### config.mk
export PLATFORM = sky130hd
export DESIGN_NAME = button_events
export DESIGN_NICKNAME = d
export VERILOG_FILES = /design/src/rtl/btn_pkg.sv /design/src/rtl/debounce_filter.sv /design/src/rtl/button_events.sv
export SDC_FILE = /design/constraint.sdc
export NUM_CORES = 1
export LEC_CHECK = 0
export ABC_AREA = 1
export CAP_MARGIN = 20
export CORE_ASPECT_RATIO = 1.5
export CORE_MARGIN = 3
export CORE_UTILIZATION = 25
export DETAILED_ROUTE_END_ITERATION = 16
export GPL_ROUTABILITY_DRIVEN = 0
export PLACE_DENSITY = 0.36
export SETUP_SLACK_MARGIN = 0.3
export SLEW_MARGIN = 10
export SYNTH_ARGS = -nofsm -noshare
export SYNTH_HDL_FRONTEND = slang
export SYNTH_SLANG_ARGS = --single-unit
### constraint.sdc
create_clock -name i_clk -period 2.45 [get_ports i_clk]
set_input_delay 0.49 -clock i_clk [delete_from_list [all_inputs] [get_ports i_clk]]
set_output_delay 0.49 -clock i_clk [all_outputs]
set_load 0.01 [all_outputs]
### src/rtl/btn_pkg.sv
// Shared types and helpers for the push-button event pipeline.
package btn_pkg;

    typedef enum logic [1:0] {IDLE, HELD, LONG} btn_state_t;

    // Counter width for a range of n values, never narrower than one bit.
    function automatic int unsigned cnt_width(input int unsigned n);
        return (n <= 32'd1) ? 32'd1 : 32'($clog2(n));
    endfunction

endpackage

### src/rtl/debounce_filter.sv
// Two-flop synchroniser plus stable-count debounce; o_level is 1 while pressed.
// o_change_c flags that o_level toggles at the next clock edge.
module debounce_filter
    import btn_pkg::*;
#(
    parameter int unsigned DEBOUNCE_CYCLES = 500_000,
    parameter bit          ACTIVE_LOW      = 1'b1
) (
    input  logic i_clk,
    input  logic i_rst,
    input  logic i_raw,
    output logic o_level,
    output logic o_change_c
);

    localparam int unsigned   DW     = cnt_width(DEBOUNCE_CYCLES + 1);
    localparam logic [DW-1:0] D_LAST = DW'(DEBOUNCE_CYCLES - 1);

    if (DEBOUNCE_CYCLES == 0) begin : g_bad_debounce
        $error("debounce_filter: DEBOUNCE_CYCLES must be >= 1");
    end

    logic          sync1_q, sync1_d;
    logic          sync2_q, sync2_d;
    logic          level_q, level_d;
    logic [DW-1:0] dcnt_q,  dcnt_d;
    logic          s;
    logic          change;

    assign s = sync2_q ^ ACTIVE_LOW;

    // Accept a new level only after DEBOUNCE_CYCLES consecutive differing samples.
    always_comb begin
        sync1_d = i_raw;
        sync2_d = sync1_q;
        level_d = level_q;
        dcnt_d  = '0;
        change  = 1'b0;
        if (s != level_q) begin
            if (dcnt_q == D_LAST) begin
                level_d = s;
                change  = 1'b1;
            end else begin
                dcnt_d = dcnt_q + DW'(1);
            end
        end
    end

    always_ff @(posedge i_clk) begin
        if (i_rst) begin
            sync1_q <= ACTIVE_LOW;
            sync2_q <= ACTIVE_LOW;
            level_q <= 1'b0;
            dcnt_q  <= '0;
        end else begin
            sync1_q <= sync1_d;
            sync2_q <= sync2_d;
            level_q <= level_d;
            dcnt_q  <= dcnt_d;
        end
    end

    assign o_level    = level_q;
    assign o_change_c = change;

endmodule

### src/rtl/button_events.sv
// Push-button conditioner: debounced level plus press, release, long-press and
// auto-repeat single-cycle events, all registered in the i_clk domain.
module button_events
    import btn_pkg::*;
#(
    parameter int unsigned DEBOUNCE_CYCLES = 500_000,
    parameter int unsigned LONG_CYCLES     = 50_000_000,
    parameter int unsigned REPEAT_CYCLES   = 10_000_000,
    parameter bit          ACTIVE_LOW      = 1'b1
) (
    input  logic i_clk,
    input  logic i_rst,
    input  logic i_btn,
    output logic o_level,
    output logic o_press,
    output logic o_release,
    output logic o_long,
    output logic o_repeat
);

    localparam int unsigned   HW        = cnt_width(LONG_CYCLES);
    localparam int unsigned   RW        = cnt_width(REPEAT_CYCLES);
    localparam logic [HW-1:0] H_LAST    = HW'(LONG_CYCLES - 1);
    localparam logic [RW-1:0] R_LAST    = RW'((REPEAT_CYCLES == 0) ? 0 : REPEAT_CYCLES - 1);
    localparam bit            REPEAT_EN = (REPEAT_CYCLES != 0);

    if (LONG_CYCLES == 0) begin : g_bad_long
        $error("button_events: LONG_CYCLES must be >= 1");
    end

    btn_state_t    state_q, state_d;
    logic [HW-1:0] hcnt_q,  hcnt_d;
    logic [RW-1:0] rcnt_q,  rcnt_d;
    logic          press_q, press_d;
    logic          rel_q,   rel_d;
    logic          long_q,  long_d;
    logic          rpt_q,   rpt_d;
    logic          level;
    logic          change_c;

    debounce_filter #(
        .DEBOUNCE_CYCLES(DEBOUNCE_CYCLES),
        .ACTIVE_LOW     (ACTIVE_LOW)
    ) u_filter (
        .i_clk     (i_clk),
        .i_rst     (i_rst),
        .i_raw     (i_btn),
        .o_level   (level),
        .o_change_c(change_c)
    );

    // Events are decided one cycle early so they align with the o_level edge;
    // a pending release outranks long/repeat on the same cycle.
    always_comb begin
        state_d = state_q;
        hcnt_d  = hcnt_q;
        rcnt_d  = rcnt_q;
        press_d = 1'b0;
        rel_d   = 1'b0;
        long_d  = 1'b0;
        rpt_d   = 1'b0;
        if (change_c && !level) begin
            press_d = 1'b1;
            state_d = HELD;
            hcnt_d  = '0;
            rcnt_d  = '0;
        end else if (change_c && level) begin
            rel_d   = 1'b1;
            state_d = IDLE;
            hcnt_d  = '0;
            rcnt_d  = '0;
        end else begin
            case (state_q)
                HELD: begin
                    if (hcnt_q == H_LAST) begin
                        long_d  = 1'b1;
                        state_d = LONG;
                        hcnt_d  = '0;
                        rcnt_d  = '0;
                    end else begin
                        hcnt_d = hcnt_q + HW'(1);
                    end
                end
                LONG: begin
                    if (REPEAT_EN) begin
                        if (rcnt_q == R_LAST) begin
                            rpt_d  = 1'b1;
                            rcnt_d = '0;
                        end else begin
                            rcnt_d = rcnt_q + RW'(1);
                        end
                    end
                end
                default: ;
            endcase
        end
    end

    always_ff @(posedge i_clk) begin
        if (i_rst) begin
            state_q <= IDLE;
            hcnt_q  <= '0;
            rcnt_q  <= '0;
            press_q <= 1'b0;
            rel_q   <= 1'b0;
            long_q  <= 1'b0;
            rpt_q   <= 1'b0;
        end else begin
            state_q <= state_d;
            hcnt_q  <= hcnt_d;
            rcnt_q  <= rcnt_d;
            press_q <= press_d;
            rel_q   <= rel_d;
            long_q  <= long_d;
            rpt_q   <= rpt_d;
        end
    end

    assign o_level   = level;
    assign o_press   = press_q;
    assign o_release = rel_q;
    assign o_long    = long_q;
    assign o_repeat  = rpt_q;

endmodule

==> metrics.cfg, run 1 <==
[clock_network]
clk_latency_ps = 350
clkTransAtPathRegs_ps = 70
cts-htree-levels = 3
clock_sinks = 78
cts_setup_buffers = 0
cts_buffer_depth = 2
root_buffer = clkbuf_16
cts_tree = done
cts_buffers = 9

[floorplanning]
die_y_um = 169
io_pins = 8
num_rows = 59
start_util_pct = 25.5
die_w_um = 115
core_um2 = 17400
die-area_um2 = 19400

[setup_path]
cp.required_ps = 2680
end_kind = flop
worst_r2r_endpoint = rcnt_q[9]
crit_fanout = 12
worstSetupPathType = reg2reg
slowest_stage = dfxtp_1
worstPathCellList = ha_1 -> nand2_1 -> nand3b_1 -> nor2_2 -> nand3_2 -> buf_4 -> nand3_1 -> a21oi_1
slowest_delay_ps = 390
reg2regPathDepth = 8
r2r_start = hcnt_q[0]
cp-start-kind = flop
arrival_ps = 2120
r2r_slack_ps = 560

[yosys]
synth_mux_area_share_pct = 0
synth_top_cells_by_area = dfxtp_1 (35%), nand2_1 (13%), nor2_1 (9.3%)
synth.largest_area_cell = dfxtp_1
ys_types = 36
syn_avg_cell_area_um2 = 6.53
synth_top_family_by_area = simple AND/OR/NAND/NOR gates
synth_xor_area_share_pct = 3.75
synthSimpleGateAreaFrac_pct = 45.0
synth_ff_type = dfxtp_1
async_reset_ff_share_pct = 0
ys_ff_latch = 78
synth_compound_gate_area_share_pct = 6.51
syn_nets = 686
synth_warnings = 0
synth_edf_count = 0
synth_adder_area_share_pct = 0.845
netlist_area_um2 = 4440
syn_inst = 680
synth_top_area_share_pct = 35.2
seq_area_frac_synth_pct = 35.2

[power_and_ir_drop]
intPower_uw = 2100
pwr-share-comb_pct = 1.3
cellLeakagePower_uw = 0.00177
power_switching_uw = 611
power_density_nw_per_um2 = 535
finalPower_uw = 2710
ir_drop_uv = 225
power.share.clock_pct = 51.7
swShare_pct = 22.5
power_frac_seq_pct = 46.9

[layout]
layoutNonFillerInstCount = 910
num_antenna_cells = 0
multi_input_area_um2 = 2490
seq_area_um2 = 1560
final_layout_size_suffix_gt1_share_pct = 8.18
area_growth_pct = 13.9
fillers = 1937
fin_util_pct = 29.1
nets = 698
finalInstanceArea_um2 = 5060

[timing]
worst_pin_slew_ps = 479
finalClockSkew_ps = 9.97
rsz0062_at_grt = false
hold_violations = 0
report.final.slew_viol_count = 0
finalCritPeriodShare_pct = 77.0
fin_crit_ps = 1890
setup-tns-final_ps = 0
setup_viol = 0
fmax_mhz = 530
relSlewSlack_pct = 68.0

[placement]
placedCellCount = 894
port_buffers = 7
dp_hpwl_um = 9760
place_area_um2 = 4760

[routing]
dr_total_vias = 4299
first_iter_violations = 170
wirelength_um = 12700
wl_per_cell_um = 13.9
drc = 0
vias_per_cell = 4.72
first_pass_iters = 4
detail-route-antenna-nets = 0

[global_route]
overflow = 0
grt_max_degree = 26
grt_pass1_vias = 4223
grt_pass1_wl_um = 21400
track_usage_pct = 13.9
antenna_found_initial = 0

[hold_path]
worstHoldPathCells = 1
min_path_type = reg2reg
min_from = u_filter.sync1_q
min_to = u_filter.sync2_q

[outcome]
status = completed

[job]
drv_cap = 0

[placed cells by master (no fill, tap or decap), drive strengths merged]
master         instances
bufinv                 1
o21bai                 1
a21boi                 1
dfxtp                 78
inv                   80
nand3                 82
a211oi                 1
o21ai                 14
clkinv                 3
nor2                 120
nand2                160
clkdlybuf4s50          7
clkbuf                11
and2                   2
nand3b                 4
ha                     3
clkinvlp               2
buf                    7
nor3                  20
xnor2                  4
nand4                 32
xor2                  15
or2                    6
o32ai                  1
a21oi                 36
nor4                   4
nor3b                  2
[flip-flops by register name, summed over array words and instances (netlist names)]
name              flops
hcnt_q               26
o_long                1
o_press               1
o_release             1
o_repeat              1
rcnt_q               24
state_q               2
u_filter.dcnt_q      19
u_filter.o_level      1
u_filter.sync1_q      1
u_filter.sync2_q      1
[metal layers]
| layer | global-route usage (%) | up-vias | part of all wire [%] | wire, µm |
|---|---|---|---|---|
| li1 | - | 2237 | - | - |
| met1 | 15.7 | 1984 | 42 | 5310 |
| met2 | 24.7 | 51 | 53 | 6690 |
| met3 | 2.35 | 27 | 2.0 | 258 |
| met4 | 7.10 | 0 | 3.3 | 415 |
| met5 | 0 | - | 0 | 0 |
[synth_stat cells, drive strengths merged (4+ instances only)]
cell,instances
nand4,32
inv,80
dfxtp,78
nor3,20
nand3,82
nand2,160
or2,6
a21oi,36
nand3b,4
xor2,15
buf,10
xnor2,4
nor2,120
nor4,4
o21ai,14
[logic make-up (layout without fill, tap and decap cells)]
| group | after synthesis | after routing |
|---|---|---|
| compound gates | 54 | 54 |
| xor+xnor | 19 | 19 |
| fa+ha+maj | 3 | 3 |
| buf+inv | 94 | 111 |
| flops | 78 | 78 |
| simple gates | 432 | 432 |
[critical path: cells and delay by family, from the launching register on]
family | cells | cell delay (ps)
adders and majority gates | 1 | 200
and+or+nand+nor | 5 | 840
buffers and inverters | 1 | 280
DFF | 1 | 390
AOI/OAI and AO/OA | 1 | 60
[layout make-up]
type                            instances  share of cell area [%]
Clock buffer                           11                    4.80
Tap cell                              213                    5.27
Timing Repair Buffer                   14                    2.67
Sequential cell                        78                    30.9
Inverter                               81                    6.01
Clock inverter                          5                    1.16
Multi-Input combinational cell        508                    49.2
[timing repair]
| action | CTS | global route |
|---|---|---|
| endpoints found under the setup margin | 0 | 13 |
| hold buffers | 0 | 0 |
| resized for setup | 0 | 1 |
| endpoints found under the hold margin | 0 | 0 |
[metrics by stage]
stage	hold slack, ps	setup WS (ps)
2_1_floorplan	389	848
3_3_place_gp	410	436
3_5_place_dp	406	396
4_1_cts	438	453
5_1_grt	477	339
6_report	438	564
[how the worst max path moves through the flow]
stage	from	endpoint	depth (start not counted)
global placement	i_rst	u_filter.dcnt_q[13]	8
CTS	u_filter.dcnt_q[0]	hcnt_q[25]	10
floorplan	u_filter.dcnt_q[0]	hcnt_q[23]	11
detailed placement	i_rst	u_filter.dcnt_q[13]	8
global route	hcnt_q[0]	rcnt_q[12]	8
finish	hcnt_q[0]	rcnt_q[9]	8
[power by group through the flow]
stage	Clock (µW)	Combinational [µW]	Sequential (µW)
floorplan	0	23.8	1300
global placement	0	37.0	1300
detailed placement	0	38.0	1300
CTS	1450	38.2	1270
global route	1500	41.0	1270
finish	1400	36.5	1270
No activity file was read; power rests on OpenSTA's default activity.
==> run 2: changes to the inputs <==
--- a/config.mk
+++ b/config.mk
@@ -12,7 +12,7 @@
 export CORE_UTILIZATION = 25
 export DETAILED_ROUTE_END_ITERATION = 16
 export GPL_ROUTABILITY_DRIVEN = 0
-export PLACE_DENSITY = 0.36
+export PLACE_DENSITY = 0.37
 export SETUP_SLACK_MARGIN = 0.3
 export SLEW_MARGIN = 10
 export SYNTH_ARGS = -nofsm -noshare
==> constraint.sdc (replaced) <==
create_clock -name i_clk -period 1.5 [get_ports i_clk]
set_input_delay 0.3 -clock i_clk [delete_from_list [all_inputs] [get_ports i_clk]]
set_output_delay 0.3 -clock i_clk [all_outputs]
set_load 0.01 [all_outputs]
==> run 2 against run 1 <==
Net effect:
- the flow now finishes with violations (setup timing)
- global-route usage rose by 1.4 points
- cell area rose by 33%
- flip-flop and latch count did not move
- final cell count rose by 15%
==> metrics.cfg, run 2 (synthesized netlist as in run 1, its figures left out) <==
[outcome]
status = finished, violations left
violations = setup timing

[setup_path]
path_buf_inv = 1
cp_top_family = simple AND/OR/NAND/NOR gates
end_kind = flop
arrival_ps = 1790
cp-start-kind = flop
worstSetupPathType = reg2reg
r2r_start = u_filter.dcnt_q[1]
worst_r2r_endpoint = u_filter.dcnt_q[8]
worstPathCellList = ha_4 -> nand2_4 -> nor2_4 -> nand4_1 -> buf_4 -> nor2_4 -> nor2_4 -> o21ai_1 -> a21oi_1
reg2regPathDepth = 9
slowest_stage = dfxtp_2
slowest_delay_ps = 350
crit_fanout = 6
cp_common_cell = nor2_4
cp.required_ps = 1730
r2r_slack_ps = -60

[timing]
finalCritPeriodShare_pct = 104
setup_viol = 54
hold_violations = 0
setup-tns-final_ps = -1200
worst_pin_slew_ps = 335
relSlewSlack_pct = 77.6
hold_slack_ps = 418
worst_slack_ps = -57.5
fmax_mhz = 642
rsz0062_at_grt = true
fin_crit_ps = 1560
report.final.slew_viol_count = 0
finalClockSkew_ps = 9.45

[hold_path]
min_path_type = reg2reg
worstHoldPathCells = 1
min_to = u_filter.sync2_q
min_from = u_filter.sync1_q

[routing]
wirelength_um = 14700
dr_total_vias = 4829
vias_per_cell = 4.61
first_pass_iters = 4
wl_per_cell_um = 14.1
detail-route-antenna-nets = 0
drc = 0
first_iter_violations = 214

[floorplanning]
start_util_pct = 25.5
die_w_um = 115
die_y_um = 169
core_um2 = 17400
die-area_um2 = 19400
io_pins = 8
num_rows = 59

[power_and_ir_drop]
ir_drop_uv = 348
cellLeakagePower_uw = 0.00256
power_density_nw_per_um2 = 663
finalPower_uw = 4450

[clock_network]
root_buffer = clkbuf_16
clock_sinks = 78
clkTransAtPathRegs_ps = 60
postCtsHoldBufs = 0
cts_buffers = 9
cts-htree-levels = 3
clk_latency_ps = 340
cts_tree = done
cts_buffer_depth = 2

[placement]
dp_hpwl_um = 10900
port_buffers = 7

[global_route]
overflow = 0
grt_pass1_vias = 4782
grt.busiest_layer = met2
met3_usage_pct = 2.35
track_usage_pct = 15.3
grt_pass1_wl_um = 23400
grt_util_met1_pct = 16.8
grt_util_met2_pct = 28.5
grt_max_degree = 28
antenna_found_initial = 0

[layout]
largest_register = hcnt_q
nets = 836
final_common_cell = nand2_1
largest_reg_flops = 26
area_growth_pct = 51.3
num_antenna_cells = 0
largest_registers = hcnt_q: 26 flops, rcnt_q: 24 flops, u_filter.dcnt_q: 19 flops
final_layout_size_suffix_gt1_share_pct = 36.4
layout_common_cells = nand2_1 (144), buf_4 (129), nor2_1 (79)

[job]
drv_cap = 0

==> run 2: cell types whose count changed in the layout (fill, tap and decap cells not counted), moves of 13 or more <==
cell | before | now
nor2_2 | 7 | 24
nor2_4 | 3 | 17
a21oi_2 | 1 | 15
a21oi_1 | 35 | 21
nand3_1 | 79 | 58
nor2_1 | 110 | 79
buf_4 | 6 | 129
buf_6 | 0 | 13
==> run 2: power breakdown <==
group | internal (µW) | switching [µW] | total (µW) | leakage, µW
Combinational | 42.7 | 65.6 | 108 | 0.00178
Sequential | 2070 | 2.56 | 2080 | 0.000633
Clock | 1370 | 896 | 2270 | 0.000152
==> run 2: worst max-delay path by stage <==
stage	startpoint	to	slack, ps	cells after the start
after floorplan	hcnt_q[1]	rcnt_q[20]	6	9
after global placement	rcnt_q[6]	rcnt_q[19]	-100	9
after detailed placement	hcnt_q[1]	rcnt_q[11]	-140	8
after CTS	u_filter.dcnt_q[1]	hcnt_q[23]	-50	10
after global routing	u_filter.dcnt_q[1]	u_filter.dcnt_q[15]	-160	9
final	u_filter.dcnt_q[1]	u_filter.dcnt_q[8]	-60	9
==> run 2: layout make-up <==
type | count | area [µm²]
sequential | 78 | 1580
multi-input combinational | 509 | 3040
inverter | 81 | 315
timing repair buffer | 151 | 1220
tap | 213 | 267
clock buffer | 12 | 256
fill | 1877 | 10700
clock inverter | 4 | 45.0
==> run 2: timing repair <==
action | 4_1_cts | 5_1_grt
cloned | 0 | 2
resized for setup | 41 | 105
buffers inserted | 4 | 11
pin swaps | 6 | 20
endpoints found under the setup margin | 81 | 80
endpoints found under the hold margin | 0 | 0
==> run 2: metrics by stage <==
step | instance area [µm²] | instances | setup WS, ps | utilization, %
final | 6720 | 1048 | -57.5 | 38.6
after global routing | 6720 | 1048 | -160 | 38.6
after CTS | 6200 | 1035 | -51.8 | 35.6
after detailed placement | 5780 | 1015 | -137 | 33.2
after global placement | 5780 | 1015 | -103 | 33.2
after floorplan | 4570 | 680 | 5.63 | -
==> run 2: routing by layer <==
metal  vias up  part of all wire [%]  routed length (µm)
met3        25                   2.2                 329
met5         -                     0                   0
met2        64                    54                7960
met4         0                   3.3                 481
met1      2220                    40                5960
li1       2520                     -                   -
